## src/rtl/apb_requester.sv

```systemverilog
// rtl/apb_requester.sv - single-outstanding APB requester: command in, APB transfer, one-cycle response out
// Optional wait-timeout abort is enabled by defining APB_REQ_TIMEOUT_EN (limit set by TIMEOUT_CYCLES).
module apb_requester #(
  parameter int TIMEOUT_CYCLES = 16
) (
  input  logic        PCLK,
  input  logic        PRESET,
  input  logic        CMD_VALID,
  output logic        CMD_READY,
  input  logic        CMD_WRITE,
  input  logic [31:0] CMD_ADDR,
  input  logic [31:0] CMD_WDATA,
  output logic        RSP_VALID,
  output logic [31:0] RSP_RDATA,
  output logic        RSP_ERR,
  output logic        PSELx,
  output logic        PENABLE,
  output logic        PWRITE,
  output logic [31:0] PADDR,
  output logic [31:0] PWDATA,
  input  logic [31:0] PRDATA,
  input  logic        PREADY,
  input  logic        PSLVERR
);

  typedef enum logic [1:0] {
    IDLE   = 2'd0,
    SETUP  = 2'd1,
    ACCESS = 2'd2,
    ERRRSP = 2'd3
  } state_t;

  state_t state;
  state_t state_nxt;

  logic cmd_fire;
  logic cmd_misaligned;
  logic xfer_done;
  logic timeout_hit;

  assign cmd_fire       = CMD_VALID && CMD_READY;
  assign cmd_misaligned = (CMD_ADDR[1:0] != 2'b00);
  // PSELx and PENABLE are both implied by ACCESS, so PREADY alone qualifies completion
  assign xfer_done      = (state == ACCESS) && PREADY;

`ifdef APB_REQ_TIMEOUT_EN
  localparam logic [7:0] TIMEOUT_LAST = 8'(TIMEOUT_CYCLES - 1);

  logic [7:0] wait_cnt;

  // Count stalled ACCESS cycles; the count restarts with every new aligned command
  always_ff @(posedge PCLK) begin
    if (PRESET) begin
      wait_cnt <= 8'd0;
    end else if (cmd_fire && !cmd_misaligned) begin
      wait_cnt <= 8'd0;
    end else if ((state == ACCESS) && !PREADY) begin
      wait_cnt <= wait_cnt + 8'd1;
    end
  end

  // This stalled cycle is the TIMEOUT_CYCLES-th one; a late PREADY still wins
  assign timeout_hit = (state == ACCESS) && !PREADY && (wait_cnt == TIMEOUT_LAST);
`else
  assign timeout_hit = 1'b0;
`endif

  // State register
  always_ff @(posedge PCLK) begin
    if (PRESET) begin
      state <= IDLE;
    end else begin
      state <= state_nxt;
    end
  end

  // Next-state logic
  always_comb begin
    state_nxt = state;
    case (state)
      IDLE: begin
        if (cmd_fire) begin
          state_nxt = cmd_misaligned ? ERRRSP : SETUP;
        end
      end
      SETUP:  state_nxt = ACCESS;
      ACCESS: begin
        if (xfer_done || timeout_hit) begin
          state_nxt = IDLE;
        end
      end
      ERRRSP: state_nxt = IDLE;
      default: state_nxt = IDLE;
    endcase
  end

  // Handshake and APB control outputs decoded from the state
  always_comb begin
    CMD_READY = 1'b0;
    PSELx     = 1'b0;
    PENABLE   = 1'b0;
    case (state)
      IDLE:   CMD_READY = !PRESET;
      SETUP:  PSELx     = 1'b1;
      ACCESS: begin
        PSELx   = 1'b1;
        PENABLE = 1'b1;
      end
      default: begin
        CMD_READY = 1'b0;
      end
    endcase
  end

  // Capture the command onto the APB address/data lines; they hold until the next aligned command
  always_ff @(posedge PCLK) begin
    if (PRESET) begin
      PWRITE <= 1'b0;
      PADDR  <= 32'd0;
      PWDATA <= 32'd0;
    end else if (cmd_fire && !cmd_misaligned) begin
      PWRITE <= CMD_WRITE;
      PADDR  <= CMD_ADDR;
      PWDATA <= CMD_WDATA;
    end
  end

  // Response pulse plus sticky data/error that persist until the next response
  always_ff @(posedge PCLK) begin
    if (PRESET) begin
      RSP_VALID <= 1'b0;
      RSP_RDATA <= 32'd0;
      RSP_ERR   <= 1'b0;
    end else begin
      RSP_VALID <= 1'b0;
      if (xfer_done) begin
        RSP_VALID <= 1'b1;
        RSP_ERR   <= PSLVERR;
        RSP_RDATA <= PWRITE ? 32'd0 : PRDATA;
      end else if (timeout_hit || (state == ERRRSP)) begin
        RSP_VALID <= 1'b1;
        RSP_ERR   <= 1'b1;
        RSP_RDATA <= 32'd0;
      end
    end
  end

endmodule
```

## config.mk

```make
export PLATFORM = sky130hd
export DESIGN_NAME = apb_requester
export DESIGN_NICKNAME = d
export VERILOG_FILES = /design/src/rtl/apb_requester.sv
export SDC_FILE = /design/constraint.sdc
export NUM_CORES = 1
export LEC_CHECK = 0
export BUFFER_PORTS_ARGS = -buffer_cell sky130_fd_sc_hd__buf_2
export CORE_ASPECT_RATIO = 1.4
export CORE_MARGIN = 2
export CORE_UTILIZATION = 45
export DETAILED_ROUTE_END_ITERATION = 12
export GPL_ROUTABILITY_DRIVEN = 0
export PLACE_DENSITY = 0.8
export REMOVE_ABC_BUFFERS = 1
export SYNTH_ARGS = -nofsm -noshare
export SYNTH_HDL_FRONTEND = slang
export SYNTH_SLANG_ARGS = --single-unit
```

## constraint.sdc

```tcl
create_clock -name PCLK -period 1.6 [get_ports PCLK]
set_input_delay 0.4 -clock PCLK [delete_from_list [all_inputs] [get_ports PCLK]]
set_output_delay 0.4 -clock PCLK [all_outputs]
set_load 0.02 [all_outputs]
```

Word-level counts from Yosys, hierarchy flattened:

Cells that the tools add are included.

* eq/ne operators: 5
* reductions and logical operators: 10
* mux-type cells: 14

Operators with widths (count)
* two-way mux 32 bit: 3
* case mux 2 bit (4 select lines): 1
* two-way mux 1 bit: 7
* two-way mux 2 bit: 3
* equality test 2 bit, second input constant: 2
* inequality test 2 bit, second input constant: 2
* nonzero test 2 bit: 2
* logical AND 1 bit: 3
* equality test 2 x 1 -> 1 bit, second input constant: 1
* logical NOT 1 bit: 2
* logical NOT 2 bit: 1
* AND reduction 2 bit: 1
* OR reduction 2 bit: 1

* output and inout port bits: 102
* bits of input ports: 102
* register bits: 101
* word-level logic and storage cells: 36

Longest topological paths before layout:

Gate-level depths: netlist of the first run.

* depth in word-level cells: 5
* mapped depth: 7
* mapped depth without buffers: 5

Least setup slack after synthesis of the first run:

Ideal clock, no wire load.

* path type: input -> output
* start point: input PRESET
* end point: output CMD_READY
* data required time: 1.200 ns
* data arrival time: 1.225 ns
* buffers on the path: 3
* slack: -0.025 ns
* cell stages on the path: 4
* cell sequence: buf_6 clkbuf_1 clkbuf_1 nor2_1

* cells in the longest elaborated chain, start to end: 2

RTL lines
* start, declared: line 7 `input logic PRESET,`
* logical NOT 1 bit: line 103 `IDLE: CMD_READY = !PRESET;`
* two-way mux 1 bit: line 102 `case (state)`
* end, declared: line 9 `output logic CMD_READY,`

No other way between the ends.

Worst setup path after layout of the first run:

* start point: register state[1]
* end point: register state[1]

* cells in the longest elaborated chain, start to end: 5
* elaborated cells between the ends (all ways): 11
* classes of those cells: 5 x eq/ne; 2 x mux; 4 x reduce/logical

RTL lines
* start, declared: line 33 `state_t state;`
* start signal, assigned: line 73 `state <= state_nxt;`
* logical NOT 2 bit: line 80, 102
* two-way mux 1 bit: line 102
* logical AND 1 bit: line 41 `assign cmd_fire = CMD_VALID && CMD_READY;`
* inequality test 2 bit (no line)
* AND reduction 2 bit (no line)

Parallel ways exist; a longest one is shown, timed or not.
A chain may end at the register's enable or synchronous reset.

==> flow_summary.yaml, run 1 <==
grt:
  wire_length_of_the_first_global_routing_pass_um: 17500
  gr-usage-all-layers_pct: 22.5
  first_global_vias: 3691
  global_route_overflow: 0
  grt_antenna_before_repair: 0
  grt_start_max_net_pins: 65
sta:
  worstMarginPinSlew_ps: 348
  final_period_demand_of_the_worst_path_ps: 1590
  final-hold-violation-count: 0
  fmax_ghz: 0.627
  setup-violations-final: 0
  period_share_pct: 99.7
  timing_max_transition_violations_final: 0
  whs_ps: 260
  relSlewSlack_pct: 76.8
  setup_repair_after_global_routing_missed_its_margin: "true"
  timing.clock.skew_ps: 8.75
pwr:
  power.internal_mw: 4.44
  combPwrFrac_pct: 22.7
  p_clk_share_pct: 34.2
  p_sw_share_pct: 30.3
  power.ir.vdd_worst_mv: 0.651
  power.sequential.fraction_pct: 43.1
  switching_power_mw: 1.93
  leakage_nw: 2.75
  pwr_density_cell_nw_per_um2: 1190
synthesis:
  yosys_most_used_dff: "dfxtp_1"
  synth_top_area_cell: "dfxtp_1"
  top_area_cells_in_the_synthesized_netlist: "dfxtp_1 (52%), o211ai_1 (12%), nand3_1 (8.2%)"
  synth.yosys.seq_area_share_pct: 51.6
  post_synth_inst_count: 430
  synth_largest_type_area_fraction_pct: 51.6
  most_common_cell_in_the_netlist: "dfxtp_1"
  synth_enable_flop_cells: 0
  syn_avg_cell_area_um2: 9.12
  yosys_warnings: 0
  async_flop_share_pct: 0
  cell_area_synth_um2: 3920
  synth_cell_types: 24
  ys_ff_latch: 101
  synth.top_cells.by_count: "dfxtp_1 (101), nand2_1 (64), nand3_1 (64), o211ai_1 (63), nor2_1 (36)"
outcome:
  result_of_the_run: "completed"
worst_setup_path:
  max_incr_delay_on_cp_ps: 510
  cpMaxStageDelayCell: "or4_4"
  crit_type: "reg2reg"
  critical_path_required_ps: 1870
  reg2reg_slack_ps: 5
  startpoint_type: "register"
  maximum_fanout_along_the_worst_path: 4
  kind_of_end_point_of_the_critical_path: "register"
  critical_path.top_delay_family: "simple AND/OR/NAND/NOR gates"
  crit_chain: "inv_2 > ha_4 > buf_4 > nor2b_1 > or4_4 > a21oi_2"
  worst-endpoint-arrival_ps: 1860
  critical_path_buf_inv_count: 2
detailed_routing:
  drc_errors: 0
  via_count: 3898
  top_layer_used: "met4"
  met3_length_um: 828
  drt-wirelength-per-cell_um: 15.1
  post_drt_via_cell_ratio: 5.35
  routedLengthMet1_um: 4480
  drt_iter0_markers: 202
  routed_wirelength_um: 11000
  firstDrtPassIters: 5
  met2WireLength_um: 5500
  drtAntennaViolNets: 0
die:
  fp.dieH_um: 114
  floorplan.initialDensity_pct: 46.1
  dieArea_um2: 9490
  rows: 40
  boundaryPins: 204
  core_um2: 8510
  dieWidth_um: 82.9
cells_and_area:
  final_core_utilization_pct: 62.7
  antenna_cells: 0
  nFillCells: 743
  finalNetCount: 725
  area_of_combinational_cells_with_multiple_inputs_um2: 1620
  register_area_um2: 2020
  post_route_cells_drive_above_1_share_pct: 40.5
  area_growth_pct: 36.0
cts:
  hold_buffers: 0
  numCtsBuffers: 9
  clock-root-buffer: "clkbuf_16"
  cts.sink_count: 101
  cts.reportedPaths.clkPinSlew_ps: 70
  cts_tree: "done"
  max-clock-path-buffers: 2
  cts-htree-levels: 3
  clkLatencyLatePin_ps: 340
min_path:
  timing.hold.worst.class: "in2reg"
place:
  place_hpwl_um: 7660
  port_buffers: 203
job:
  maxCapViolCount: 0
## repair_timing
action | CTS | global route
buffers inserted | 4 | 1
gates resized for setup | 14 | 2
pin swaps | 3 | 0
setup endpoints to repair | 64 | 6
## cell usage in the layout (no fill, tap or decap), types with 2 or more instances in the layout
cell	synthesis	final
dfxtp_2	0	2
buf_6	13	2
nor2_1	36	35
clkbuf_16	0	9
ha_1	4	2
o211ai_1	63	63
nand3_1	64	64
dfxtp_1	101	99
inv_2	1	3
buf_12	0	5
buf_4	7	15
inv_6	0	2
buf_2	4	201
clkinv_2	0	2
a22oi_1	32	32
nor3b_1	3	3
o21ai_0	2	2
nand2_1	64	64
nor2b_1	2	2
a21oi_2	0	2
## power by group through the flow
| stage | logic (mW) | clock network (mW) | registers, mW |
|---|---|---|---|
| 2_1_floorplan | 0.523 | 0 | 2.97 |
| 3_3_place_gp | 1.29 | 0 | 2.79 |
| 3_5_place_dp | 1.32 | 0 | 2.80 |
| 4_1_cts | 1.41 | 2.23 | 2.75 |
| 5_1_grt | 1.56 | 2.33 | 2.76 |
| 6_report | 1.44 | 2.18 | 2.75 |
## final cells by class
type,count,share of cell area (%)
Sequential cell,101,38.0
Multi-Input combinational cell,280,30.4
Timing Repair Buffer,223,23.3
Clock buffer,9,4.22
Tap cell,105,2.46
Clock inverter,7,1.38
Inverter,4,0.328
## sequential cells by signal, indices dropped and copies added, names as in the netlist
| name | flops |
|---|---|
| PWDATA | 32 |
| PADDR | 32 |
| state | 2 |
| RSP_ERR | 1 |
| PWRITE | 1 |
| RSP_RDATA | 32 |
| RSP_VALID | 1 |
## per-stage QoR
| stage | power (mW) | TNS [ps] | setup WS [ps] | instance area, um2 | instances |
|---|---|---|---|---|---|
| floorplan | 3.49 | -80290 | -867 | 3620 | 385 |
| global placement | 4.09 | -2340 | -51.3 | 4960 | 709 |
| detailed placement | 4.12 | -3930 | -109 | 4960 | 709 |
| CTS | 6.39 | 0 | 5.56 | 5320 | 728 |
| global route | 6.66 | -144 | -37.7 | 5330 | 729 |
| finish | 6.37 | 0 | 5.08 | 5330 | 729 |
## tightest hold or removal path, cell delays in order
cell     delay, ps
buf_2           70
nand3_1         50
nand2_1         50
## cell families (layout without fill, tap and decap cells)
group / count (synthesis) / count (layout) / synth area share, %
simple gates: 175 / 175 / 20.2
compound gates: 101 / 101 / 19.0
flops: 101 / 101 / 51.6
buf+inv: 49 / 243 / 7.98
fa+ha+maj: 4 / 4 / 1.28
## final timing paths
kind / start / endpoint / cells after the start
setup / recovery: state[1]$_SDFFE_PP0P_ / state[1]$_SDFFE_PP0P_ / 6
hold / removal: CMD_WDATA[11] / PWDATA[11]$_SDFFE_PP0P_ / 3
setup reg to reg: state[1]$_SDFFE_PP0P_ / state[1]$_SDFFE_PP0P_ / 6
hold reg to reg: PADDR[0]$_SDFFE_PP0P_ / PADDR[0]$_SDFFE_PP0P_ / 1
## per-layer routing
metal	track usage [%]	vias up
li1	-	1913
met1	28.2	1798
met2	38.1	171
met3	5.34	16
met4	7.65	0
met5	0	-
Note: power is estimated with default switching activity, not from simulation.
==> run 2, diff against run 1 <==
--- a/config.mk
+++ b/config.mk
@@ -6,12 +6,15 @@
 export NUM_CORES = 1
 export LEC_CHECK = 0
 export BUFFER_PORTS_ARGS = -buffer_cell sky130_fd_sc_hd__buf_2
+export CELL_PAD_IN_SITES_DETAIL_PLACEMENT = 0
+export CELL_PAD_IN_SITES_GLOBAL_PLACEMENT = 2
 export CORE_ASPECT_RATIO = 1.4
 export CORE_MARGIN = 2
-export CORE_UTILIZATION = 45
+export CORE_UTILIZATION = 25
+export CTS_CLUSTER_SIZE = 24
 export DETAILED_ROUTE_END_ITERATION = 12
 export GPL_ROUTABILITY_DRIVEN = 0
-export PLACE_DENSITY = 0.8
+export PLACE_DENSITY_LB_ADDON = 0.1
 export REMOVE_ABC_BUFFERS = 1
 export SYNTH_ARGS = -nofsm -noshare
 export SYNTH_HDL_FRONTEND = slang
==> flow_summary.yaml, run 2 (synthesis gave the netlist of run 1 again) <==
die:
  boundaryPins: 204
  rows: 54
  fp.dieH_um: 152
  floorplan.initialDensity_pct: 25.3
  dieArea_um2: 16700
  dieWidth_um: 110
  core_um2: 15500
place:
  placed_cells_incl_taps: 807
  port_buffers: 203
  place_hpwl_um: 8980
cts:
  clkLatencyLatePin_ps: 340
  cts-htree-levels: 3
  cts.reportedPaths.clkPinSlew_ps: 70
  cts.sink_count: 101
  numCtsBuffers: 9
  max-clock-path-buffers: 2
  hold_buffers: 0
  clock-root-buffer: "clkbuf_16"
  cts_tree: "done"
worst_setup_path:
  crit-reg2reg-launch: "state[1]$_SDFFE_PP0P_"
  critical_path_required_ps: 1200
  first_element_of_the_critical_path: "state[1]$_SDFFE_PP0P_"
  worst-endpoint-arrival_ps: 1170
  crit_chain: "inv_4 > ha_4 > inv_2 > nor2_1 > buf_4"
  reg2reg_slack_ps: 60
  worstSetupEndpoint: "CMD_READY"
  worstSetupPathDepth: 5
  rr_endpoint: "state[1]$_SDFFE_PP0P_"
  startpoint_type: "register"
  critical_path_buf_inv_count: 3
  critical_path.top_delay_family: "flip-flops"
  worst-r2r-cell-count: 6
  kind_of_end_point_of_the_critical_path: "primary output"
  cpMaxStageDelayCell: "dfxtp_4"
  max_incr_delay_on_cp_ps: 370
  crit_type: "reg2out"
  maximum_fanout_along_the_worst_path: 4
cells_and_area:
  finalNetCount: 733
  layout_commonest_cell: "buf_2"
  commonest_cells_after_routing_fill_and_taps_aside: "buf_2 (200), dfxtp_1 (99), nand3_1 (64), nand2_1 (64), o211ai_1 (63)"
  nFillCells: 1666
  area_growth_pct: 40.9
  post_route_cells_drive_above_1_share_pct: 40.7
  fin_cells: 827
  antenna_cells: 0
  top_regs: "PADDR x32, PWDATA x32, RSP_RDATA x32"
detailed_routing:
  routed_wirelength_um: 12900
  post_drt_via_cell_ratio: 4.68
  via_count: 3868
  drt-wirelength-per-cell_um: 15.6
  drc_errors: 0
  drt_iter0_markers: 199
  firstDrtPassIters: 6
  drtAntennaViolNets: 0
job:
  maxCapViolCount: 0
grt:
  grt_antenna_before_repair: 0
  global_route_overflow: 0
  wire_length_of_the_first_global_routing_pass_um: 20000
  grt_start_max_net_pins: 45
  first_global_vias: 3934
  gr-usage-all-layers_pct: 15.2
sta:
  setup_repair_after_global_routing_missed_its_margin: "true"
  timing_max_transition_violations_final: 0
  period_share_pct: 98.2
  relSlewSlack_pct: 74.9
  whs_ps: 254
  timing.clock.skew_ps: 8.96
  final-hold-violation-count: 0
  setup-violations-final: 0
  fmax_ghz: 0.636
  final_period_demand_of_the_worst_path_ps: 1570
  worstMarginPinSlew_ps: 376
outcome:
  result_of_the_run: "completed"
pwr:
  power.ir.vdd_worst_mv: 0.412
  pwr_density_cell_nw_per_um2: 1170
  leakage_nw: 2.79
min_path:
  timing.hold.worst.class: "in2reg"
## run 2: cell types whose count changed in the layout (fill, tap and decap cells not counted), sizes merged
| cell | previous run | this run |
|---|---|---|
| buf | 223 | 231 |
| clkbuf | 9 | 11 |
| clkinv | 3 | 2 |
| inv | 6 | 4 |
## run 2: where the power goes
part | total (mW) | switching (mW) | internal, mW
Sequential | 2.76 | 0.0893 | 2.67
Combinational | 1.50 | 0.909 | 0.587
Clock | 2.23 | 0.945 | 1.28
Total | 6.48 | 1.94 | 4.54
## run 2: worst min-delay path by stage
| stage | from | end | cells past startpoint |
|---|---|---|---|
| floorplan | PRESET | RSP_ERR$_SDFFE_PP0P_ | 1 |
| global placement | PADDR[1]$_SDFFE_PP0P_ | PADDR[1]$_SDFFE_PP0P_ | 1 |
| detailed placement | PADDR[12]$_SDFFE_PP0P_ | PADDR[12]$_SDFFE_PP0P_ | 2 |
| CTS | CMD_WDATA[26] | PWDATA[26]$_SDFFE_PP0P_ | 3 |
| global route | CMD_WDATA[11] | PWDATA[11]$_SDFFE_PP0P_ | 3 |
| finish | CMD_ADDR[23] | PADDR[23]$_SDFFE_PP0P_ | 3 |
## run 2: worst register-to-register path: cells and delay by family, from the launching register on
family,cells,cell delay (ps)
AO/OA/AOI/OAI,1,120
adder cells (fa/ha/maj),1,150
buffers and inverters,2,190
flip-flops,1,390
AND/OR/NAND/NOR,2,620
## run 2: metal layers
| metal | vias to the layer above | global-route usage (%) | part of all wire (%) |
|---|---|---|---|
| li1 | 1921 | - | - |
| met1 | 1796 | 17.2 | 41 |
| met2 | 140 | 26.2 | 49 |
| met3 | 11 | 5.39 | 8.9 |
| met4 | 0 | 4.76 | 1.2 |
| met5 | - | 0 | 0 |
## run 2: through the flow
stage / total power [mW] / util, % / setup WS, ps / TNS, ps / area, um2
3_3_place_gp: 4.20 / 33.2 / -125 / -2750 / 5140
5_1_grt: 6.82 / 35.7 / -14.8 / -67.0 / 5520
2_1_floorplan: 3.49 / - / -867 / -80290 / 3620
3_5_place_dp: 4.21 / 33.2 / -135 / -4120 / 5140
6_report: 6.48 / 35.7 / 28.9 / 0 / 5520
4_1_cts: 6.55 / 35.5 / 4.95 / 0 / 5500
## run 2: repair_timing
item | 4_1_cts | 5_1_grt
pin swaps | 2 | 1
resized for setup | 14 | 3
endpoints found under the setup margin | 3 | 9
setup buffers | 2 | 3
## run 2: final cells by class
cell class / count / area (um2) / share of cell area (%)
multi-input cells: 280 / 1620 / 29.2
clock buffers: 11 / 253 / 4.58
well taps: 196 / 245 / 4.44
flip-flops and latches: 101 / 2030 / 36.7
clock inverters: 4 / 47.5 / 0.861
repair buffers: 231 / 1320 / 23.8
inverters: 4 / 20.0 / 0.362
